### config.mk
export PLATFORM = sky130hd
export DESIGN_NAME = cmp8_arbiter
export DESIGN_NICKNAME = d
export VERILOG_FILES = /design/src/rtl/cmp8_arbiter.sv
export SDC_FILE = /design/constraint.sdc
export NUM_CORES = 1
export LEC_CHECK = 0
export CORE_MARGIN = 10
export CORE_UTILIZATION = 41
export CTS_CLUSTER_SIZE = 40
export DETAILED_ROUTE_END_ITERATION = 7
export PLACE_DENSITY = 0.88
export SLEW_MARGIN = 20
export SYNTH_ARGS = -nofsm -noshare
export SYNTH_HDL_FRONTEND = slang
export SYNTH_HIERARCHICAL = 1
export SYNTH_SLANG_ARGS = --single-unit
### constraint.sdc
create_clock -name clk -period 2 [get_ports clk]
set_clock_uncertainty 0.1 [all_clocks]
set_input_delay 0.3 -clock clk [delete_from_list [all_inputs] [get_ports clk]]
set_output_delay 0.3 -clock clk [all_outputs]
set_load 0.02 [all_outputs]
### src/rtl/cmp8_arbiter.sv
// Round-robin shared 8-bit magnitude comparator: NREQ requesters, two-stage pipeline
// (operand register S1, comparator + result register S2), id-tagged results.

module cmp8
(
  input  logic [7:0] a,
  input  logic [7:0] b,
  output logic       greater,
  output logic       less
);

  assign greater = (a > b);
  assign less    = (a < b);

endmodule

module cmp8_arbiter #(
  parameter int NREQ = 4
) (
  input  logic                          clk,
  input  logic                          rst_n,
  input  logic [NREQ-1:0]               req_valid,
  output logic [NREQ-1:0]               req_ready,
  input  logic [NREQ*8-1:0]             req_a,
  input  logic [NREQ*8-1:0]             req_b,
  output logic                          res_valid,
  input  logic                          res_ready,
  output logic [$clog2(NREQ)-1:0]       res_id,
  output logic                          res_gt,
  output logic                          res_lt,
  output logic                          res_eq,
  output logic                          busy
);

  localparam int ID_W = $clog2(NREQ);

  // Handshake: a transfer happens on a rising edge where valid & ready are both 1.
  // Producers hold valid and data until that edge; ready never looks at the data.

  logic [ID_W-1:0] ptr;
  logic            s1_full;
  logic [7:0]      s1_a;
  logic [7:0]      s1_b;
  logic [ID_W-1:0] s1_id;
  logic            s2_full;
  logic [ID_W-1:0] s2_id;
  logic            s2_gt;
  logic            s2_lt;
  logic            s2_eq;

  logic            s2_free;
  logic            s1_free;
  logic            found;
  logic [ID_W-1:0] gnt_id;
  logic [ID_W-1:0] cand;
  logic            accept;
  logic            cmp_gt;
  logic            cmp_lt;

  assign s2_free = !s2_full || res_ready;
  assign s1_free = !s1_full || s2_free;

  // Search starts just after the last granted id, so the most recent winner goes last.
  always_comb begin
    found     = 1'b0;
    gnt_id    = '0;
    cand      = '0;
    req_ready = '0;
    for (int k = 1; k <= NREQ; k++) begin
      cand = ID_W'((int'(ptr) + k) % NREQ);
      if (!found && req_valid[cand]) begin
        found  = 1'b1;
        gnt_id = cand;
      end
    end
    if (s1_free && found) begin
      req_ready[gnt_id] = 1'b1;
    end
  end

  assign accept = |(req_valid & req_ready);

  cmp8 u_cmp8 (
    .a       (s1_a),
    .b       (s1_b),
    .greater (cmp_gt),
    .less    (cmp_lt)
  );

  always_ff @(posedge clk) begin
    if (!rst_n) begin
      ptr     <= ID_W'(NREQ - 1);
      s1_full <= 1'b0;
      s1_a    <= '0;
      s1_b    <= '0;
      s1_id   <= '0;
    end else begin
      if (accept) begin
        ptr     <= gnt_id;
        s1_full <= 1'b1;
        s1_a    <= req_a[8*gnt_id +: 8];
        s1_b    <= req_b[8*gnt_id +: 8];
        s1_id   <= gnt_id;
      end else if (s2_free) begin
        s1_full <= 1'b0;
      end
    end
  end

  // S2 loads whenever it frees up; an empty S1 leaves the old flags but clears s2_full.
  always_ff @(posedge clk) begin
    if (!rst_n) begin
      s2_full <= 1'b0;
      s2_id   <= '0;
      s2_gt   <= 1'b0;
      s2_lt   <= 1'b0;
      s2_eq   <= 1'b0;
    end else if (s2_free) begin
      s2_full <= s1_full;
      if (s1_full) begin
        s2_id <= s1_id;
        s2_gt <= cmp_gt;
        s2_lt <= cmp_lt;
        s2_eq <= !cmp_gt && !cmp_lt;
      end
    end
  end

  assign res_valid = s2_full;
  assign res_id    = s2_id;
  assign res_gt    = s2_gt;
  assign res_lt    = s2_lt;
  assign res_eq    = s2_eq;
  assign busy      = s1_full || s2_full;

endmodule

* Yosys cells after proc, flatten, opt, wreduce, memory -nomap -nowiden
Cells that the tools add are included.
** Operators by class
- Eq/ne operators :: 0
- $lt $le $gt $ge :: 8
- Add/sub/neg operators :: 4
- Bitwise gates (word level) :: 1
- Mux-type cells :: 21
- Divide/modulo/power cells :: 0
- Reductions and logical operators :: 19
- Shift operators :: 2
- Multipliers :: 0
** Operators by type and width (count)
- $shiftx 32x6->8 :: 2
- $lt 2x3->1 const B :: 5
- $mux 1 :: 11
- $bmux 1 s2 :: 4
- $gt 8x8->1 :: 1
- $lt 8x8->1 :: 1
- $mux 2 :: 4
- $logic_not 1->1 :: 7
- $logic_and 1x1->1 :: 6
- $add 2x1->2 const B :: 2
- $add 2x2->2 const B :: 2
- $and 4x4->4 :: 1
- $mux 4 :: 1
- $reduce_or 4->1 :: 1
- $logic_or 1x1->1 :: 3
- $demux 1 s2 :: 1
- $ge 2x1->1 const B :: 1
- $reduce_and 2->1 :: 1
- $reduce_bool 2->1 :: 1
** Word-level totals
- Bits in writable memories :: 0
- Logic and storage cells :: 65
- Register bits after elaboration :: 27
- Latch bits :: 0
- Memories :: 0
- Input port bits :: 71
- Memory bits (read-only) :: 0

* Logic depth before layout (Yosys ltp)
- Depth after elaboration :: 21
- Mapped depth :: 9
- Gate-level depth less buffers :: 9

* Hierarchy
Netlist, hierarchy kept.
** Modules (own cells, without submodules)
- cmp8_arbiter :: cells each 165, area each 1545.2 um^2, instances 1
- cmp8 :: cells each 29, area each 211.5 um^2, instances 1

* Least setup slack after synthesis
OpenSTA, ideal clock, no wires.
- Kind :: register -> output
- Start :: register s2_full (netlist: res_valid)
- End :: output port req_ready[1]
- Arrival time :: 1412 ps
- Cell stages (with the launch flop) :: 5
- Path slack :: 188 ps
- Data required time :: 1600 ps
- Path buffers :: 1
- Cells stage by stage :: dfxtp_1 > and2b_1 > a21oi_1 > clkbuf_1 > and3_1
** On the way
- Word-level cells in the longest chain between the ends :: 5
** Ends and longest elaborated chain
- start, declared :: line 45 : logic s2_full;
- start signal, assigned :: line 119 : s2_full <= s1_full;
- $logic_not 1->1 :: line 60 : assign s2_free = !s2_full || res_ready;
- $logic_or 1x1->1 :: line 60
- $logic_or 1x1->1 :: line 61 : assign s1_free = !s1_full || s2_free;
- $logic_and 1x1->1 :: line 76 : if (s1_free && found) begin
- $mux 4 :: line 76
- end, declared :: line 23 : output logic [NREQ-1:0] req_ready,
Every way passes these cells.

* Worst setup path in the final report
- Start :: register s2_full (netlist: res_valid)
- End :: output port busy
** On the way
- Word-level cells in the longest chain between the ends :: 1
** Ends and longest elaborated chain
- $logic_or 1x1->1 :: line 134 : assign busy = s1_full || s2_full;
- end, declared :: line 32 : output logic busy
Every way passes these cells.

==> results by stage <==
Status:
- The run finished with clean final reports.

Flow run:
- The reported max-cap violation count is 0.

STA:
- At the pin with the least slew margin, the transition time is 365 ps.
- Setup repair after global routing left no endpoint under its margin.
- Based on the critical path, the design can be clocked at up to 520 MHz.
- The shortest period the worst path allows is 1920 ps.
- The max-slew headroom at the worst pin is 75.7%.
- In the finished design, the share of the clock period the worst path needs comes to 96.1%.
- The final hold violation count is 0.
- The setup slack of the critical path after layout is 77.9 ps.
- Setup violations remaining at the end of the flow were counted as 0.
- The number of pins with negative max-slew slack in the final report was 0.

Detailed routing:
- The DRC violations left is 0.
- The count of nets left with antenna violations once routing finished came out at 0.
- The via count is 1,903.
- The violation count after the first detailed-route iteration is 189.
- The per-cell via count in the routed design is 5.70.
- After detailed routing, the average wire length per cell comes to 17.9 um.
- The first TritonRoute pass finished after 4 iterations.
- The total routed wirelength is 5970 um.

Clock network:
- The hold buffer count at cts is 0.
- CTS built an H-tree with a depth of 1.
- TritonCTS built the clock tree.
- CTS placed an instance of sky130_fd_sc_hd__clkbuf_8 at the clock tree root.
- The CTS sink count is 27.
- The clock passes through at most 2 buffers.
- After clock tree synthesis, the clock-pin slew on the worst setup and hold paths is 90 ps.
- The number of buffers created by CTS is 3.
- The later pin in the worst-skew pair is clocked with a latency of 270 ps.

GRT:
- The remaining global-route overflow is 0.
- The initial antenna violation count is 0.
- The overall global routing resource usage is 15.2%.
- Entering global routing, the biggest net connects 28 pins.
- The number of global-route vias before repair is 1,921.
- The first global-routing pass estimated 9390 um of wire.

Placement:
- Buffers placed on the I/O ports in this run total 81.
- In this run, placement finished with an instance count of 327.
- The total half-perimeter wirelength after legalization and detailed placement is 4600 um.
- Before CTS, the worst setup slack after placement is -612 ps.
- At the end of routability-driven placement, the weighted congestion stood at 0.870.

Finish:
- The final layout contains 364 nets.
- The number of filler cells placed in the layout is 324.
- Relative to the synthesized area, the layout overhead comes to 56.3%.
- The share of post-route cells with drive strength above 1 is 18.3%.
- Leaving out fill and tap cells, the most frequent cell in the layout is sky130_fd_sc_hd__clkdlybuf4s50_1.
- The filler-free cell count of the finished design is 334.
- The repair_antennas step left the layout with diodes totalling 0.
- The top cell types in the final layout, fill and taps aside, are sky130_fd_sc_hd__clkdlybuf4s50_1, sky130_fd_sc_hd__dfxtp_1, sky130_fd_sc_hd__a21oi_1.

Critical path:
- For this design, the slowest cell found on the critical path is sky130_fd_sc_hd__clkdlybuf4s50_1.
- The category of the worst setup path capture point is a primary output.
- For the worst setup path, the data required time is 1600 ps.
- The maximum fanout along the worst path is 2.
- The critical path is of the flop to primary output type.
- The family with the most delay on the worst path is buffers and inverters.
- The signal on the critical path passes through buf_4 > or2_2 > clkdlybuf4s50_1.
- Data arrives at the worst endpoint at 1520 ps.
- The number of buffer and inverter instances along the worst setup path is 2.
- The worst setup path is launched from a flop.
- The largest single stage delay on the critical path is 540 ps.

Die:
- In this run the standard cell core region covers 0.00409 mm^2.
- The floorplan has 23 rows.
- The number of primary I/O pins is 82.
- The die height is 85.5 um.
- The floorplan step set the die width to 85.5 um.
- For this configuration, the core starts out at a cell density of 43.0%.
- The die covers 0.00730 mm^2.

Logic synthesis:
- The netlist area before placement is 0.00176 mm^2.
- Yosys printed 6 warnings.
- In the synthesized netlist, the number of instances is 194.
- Synthesis produced a netlist with a net count of 273.
- Counting flops and latches in the post-synthesis netlist gives 27.
- The number of library cell types mapped by synthesis is 38.
- The part of the Yosys area used for sequential elements is 30.8%.
- The per-instance average area after synthesis is 9.06 um^2.

Pwr:
- For this design the static power due to leakage is 0.00108 uW.
- IR analysis of the VDD net gives a maximum drop of 454 uV.
- The power density over the cells is 601 mW/mm^2.

Hold path:
- The type of the worst min-delay path is flop to flop.
flip-flops by register name, indices dropped and copies added, names as in the netlist:
register   flops
s1_a           8
res_gt         1
res_id         2
s1_full        1
res_lt         1
s1_id          2
s1_b           8
res_valid      1
res_eq         1
ptr            2
cell families (layout without fill, tap and decap cells):
kind of cell             Yosys count  after routing  share of synthesized area, %
adder cells (fa/ha/maj)            8              8                          5.70
buffers and inverters             26            116                          10.7
multiplexers                       5              5                          2.85
AND/OR/NAND/NOR                   36             36                          11.0
AO/OA/AOI/OAI                     92             92                          39.0
flip-flops                        27             27                          30.8
routing by layer:
| layer | up-vias | GRT usage, % | share of wire [%] |
|---|---|---|---|
| met1 | 897 | 16.5 | 38 |
| met4 | 0 | 2.25 | 0.74 |
| met2 | 89 | 28.3 | 53 |
| li1 | 911 | - | - |
| met3 | 6 | 4.88 | 7.9 |
| met5 | - | 0 | 0 |
area by class of cell:
cell class,count,area [um^2],share of cell area [%]
well taps,50,62.6,2.28
inverters,8,30.0,1.09
flip-flops and latches,27,542,19.7
repair buffers,104,1000,36.5
clock buffers,4,45.0,1.64
multi-input cells,141,1060,38.8
cell usage after synthesis:
library cell	number	share of area (%)
sky130_fd_sc_hd__dfxtp_1	27	31
sky130_fd_sc_hd__a21oi_1	25	7.1
sky130_fd_sc_hd__o21ai_0	21	6.0
sky130_fd_sc_hd__a22oi_1	16	6.8
sky130_fd_sc_hd__a221oi_2	10	8.5
sky130_fd_sc_hd__buf_6	8	5.1
sky130_fd_sc_hd__ha_1	8	5.7
sky130_fd_sc_hd__inv_1	8	1.7
sky130_fd_sc_hd__nor2_1	8	1.7
sky130_fd_sc_hd__nor2b_1	7	2.5
sky130_fd_sc_hd__a221oi_1	6	3.0
sky130_fd_sc_hd__mux2i_1	5	2.8
sky130_fd_sc_hd__and2_1	4	1.4
sky130_fd_sc_hd__clkbuf_1	4	0.85
sky130_fd_sc_hd__nand2_1	4	0.85
sky130_fd_sc_hd__buf_4	3	1.3
sky130_fd_sc_hd__nand2b_1	3	1.1
sky130_fd_sc_hd__o21a_1	3	1.3
sky130_fd_sc_hd__buf_2	2	0.57
sky130_fd_sc_hd__nand4_1	2	0.71
sky130_fd_sc_hd__nor3_1	2	0.57
sky130_fd_sc_hd__o211ai_2	2	1.4
sky130_fd_sc_hd__a21boi_0	1	0.43
sky130_fd_sc_hd__a21oi_2	1	0.50
sky130_fd_sc_hd__a2bb2oi_2	1	0.85
sky130_fd_sc_hd__and2b_1	1	0.43
sky130_fd_sc_hd__and3_1	1	0.36
sky130_fd_sc_hd__buf_12	1	1.1
sky130_fd_sc_hd__nor4_1	1	0.36
sky130_fd_sc_hd__o211a_1	1	0.57
sky130_fd_sc_hd__o211ai_1	1	0.43
sky130_fd_sc_hd__o21ba_1	1	0.57
sky130_fd_sc_hd__o21ba_2	1	0.57
sky130_fd_sc_hd__o221ai_1	1	0.50
sky130_fd_sc_hd__o22ai_1	1	0.36
sky130_fd_sc_hd__or2_1	1	0.36
sky130_fd_sc_hd__or2_2	1	0.36
sky130_fd_sc_hd__or3_1	1	0.36
metrics by stage:
| step | TNS, ps | cell area (um^2) | hold slack (ps) | util, % | power [uW] |
|---|---|---|---|---|---|
| 3_3_place_gp | -5230 | 2640 | 391 | 64.5 | 1310 |
| 4_1_cts | -16.5 | 2690 | 419 | 65.9 | 1630 |
| 5_1_grt | 0 | 2750 | 440 | 67.2 | 1740 |
| 3_5_place_dp | -6780 | 2640 | 393 | 64.5 | 1330 |
| 2_1_floorplan | 0 | 1760 | 328 | - | 1050 |
| 6_report | 0 | 2750 | 419 | 67.2 | 1650 |
path summary, 6_finish.rpt:
path                          start                    end  slack (ps)  cells after the start
max          res_valid$_SDFFE_PN0P_                   busy          80                      3
min           s1_id[1]$_SDFFE_PN0P_  s1_id[1]$_SDFFE_PN0P_         420                      2
max reg2reg     ptr[0]$_SDFFE_PN1P_   s1_a[5]$_SDFFE_PN0P_         200                      7
min reg2reg   s1_id[1]$_SDFFE_PN0P_  s1_id[1]$_SDFFE_PN0P_         420                      2
repair_timing:
action,4_1_cts,5_1_grt
setup buffers,1,2
pin swaps,2,1
endpoints found under the setup margin,5,6
resized for setup,27,11
power by group:
part           switching, uW  internal, uW  total (uW)
logic                    323           378         701
registers               42.6           603         646
clock network            162           143         305
tightest hold or removal path: cells and delay by family, from the launching register on:
kind | cells | cell delay (ps)
DFF | 1 | 330
and+or+nand+nor | 1 | 70
AOI/OAI and AO/OA | 1 | 80
Note: power is estimated with default switching activity, not from simulation.
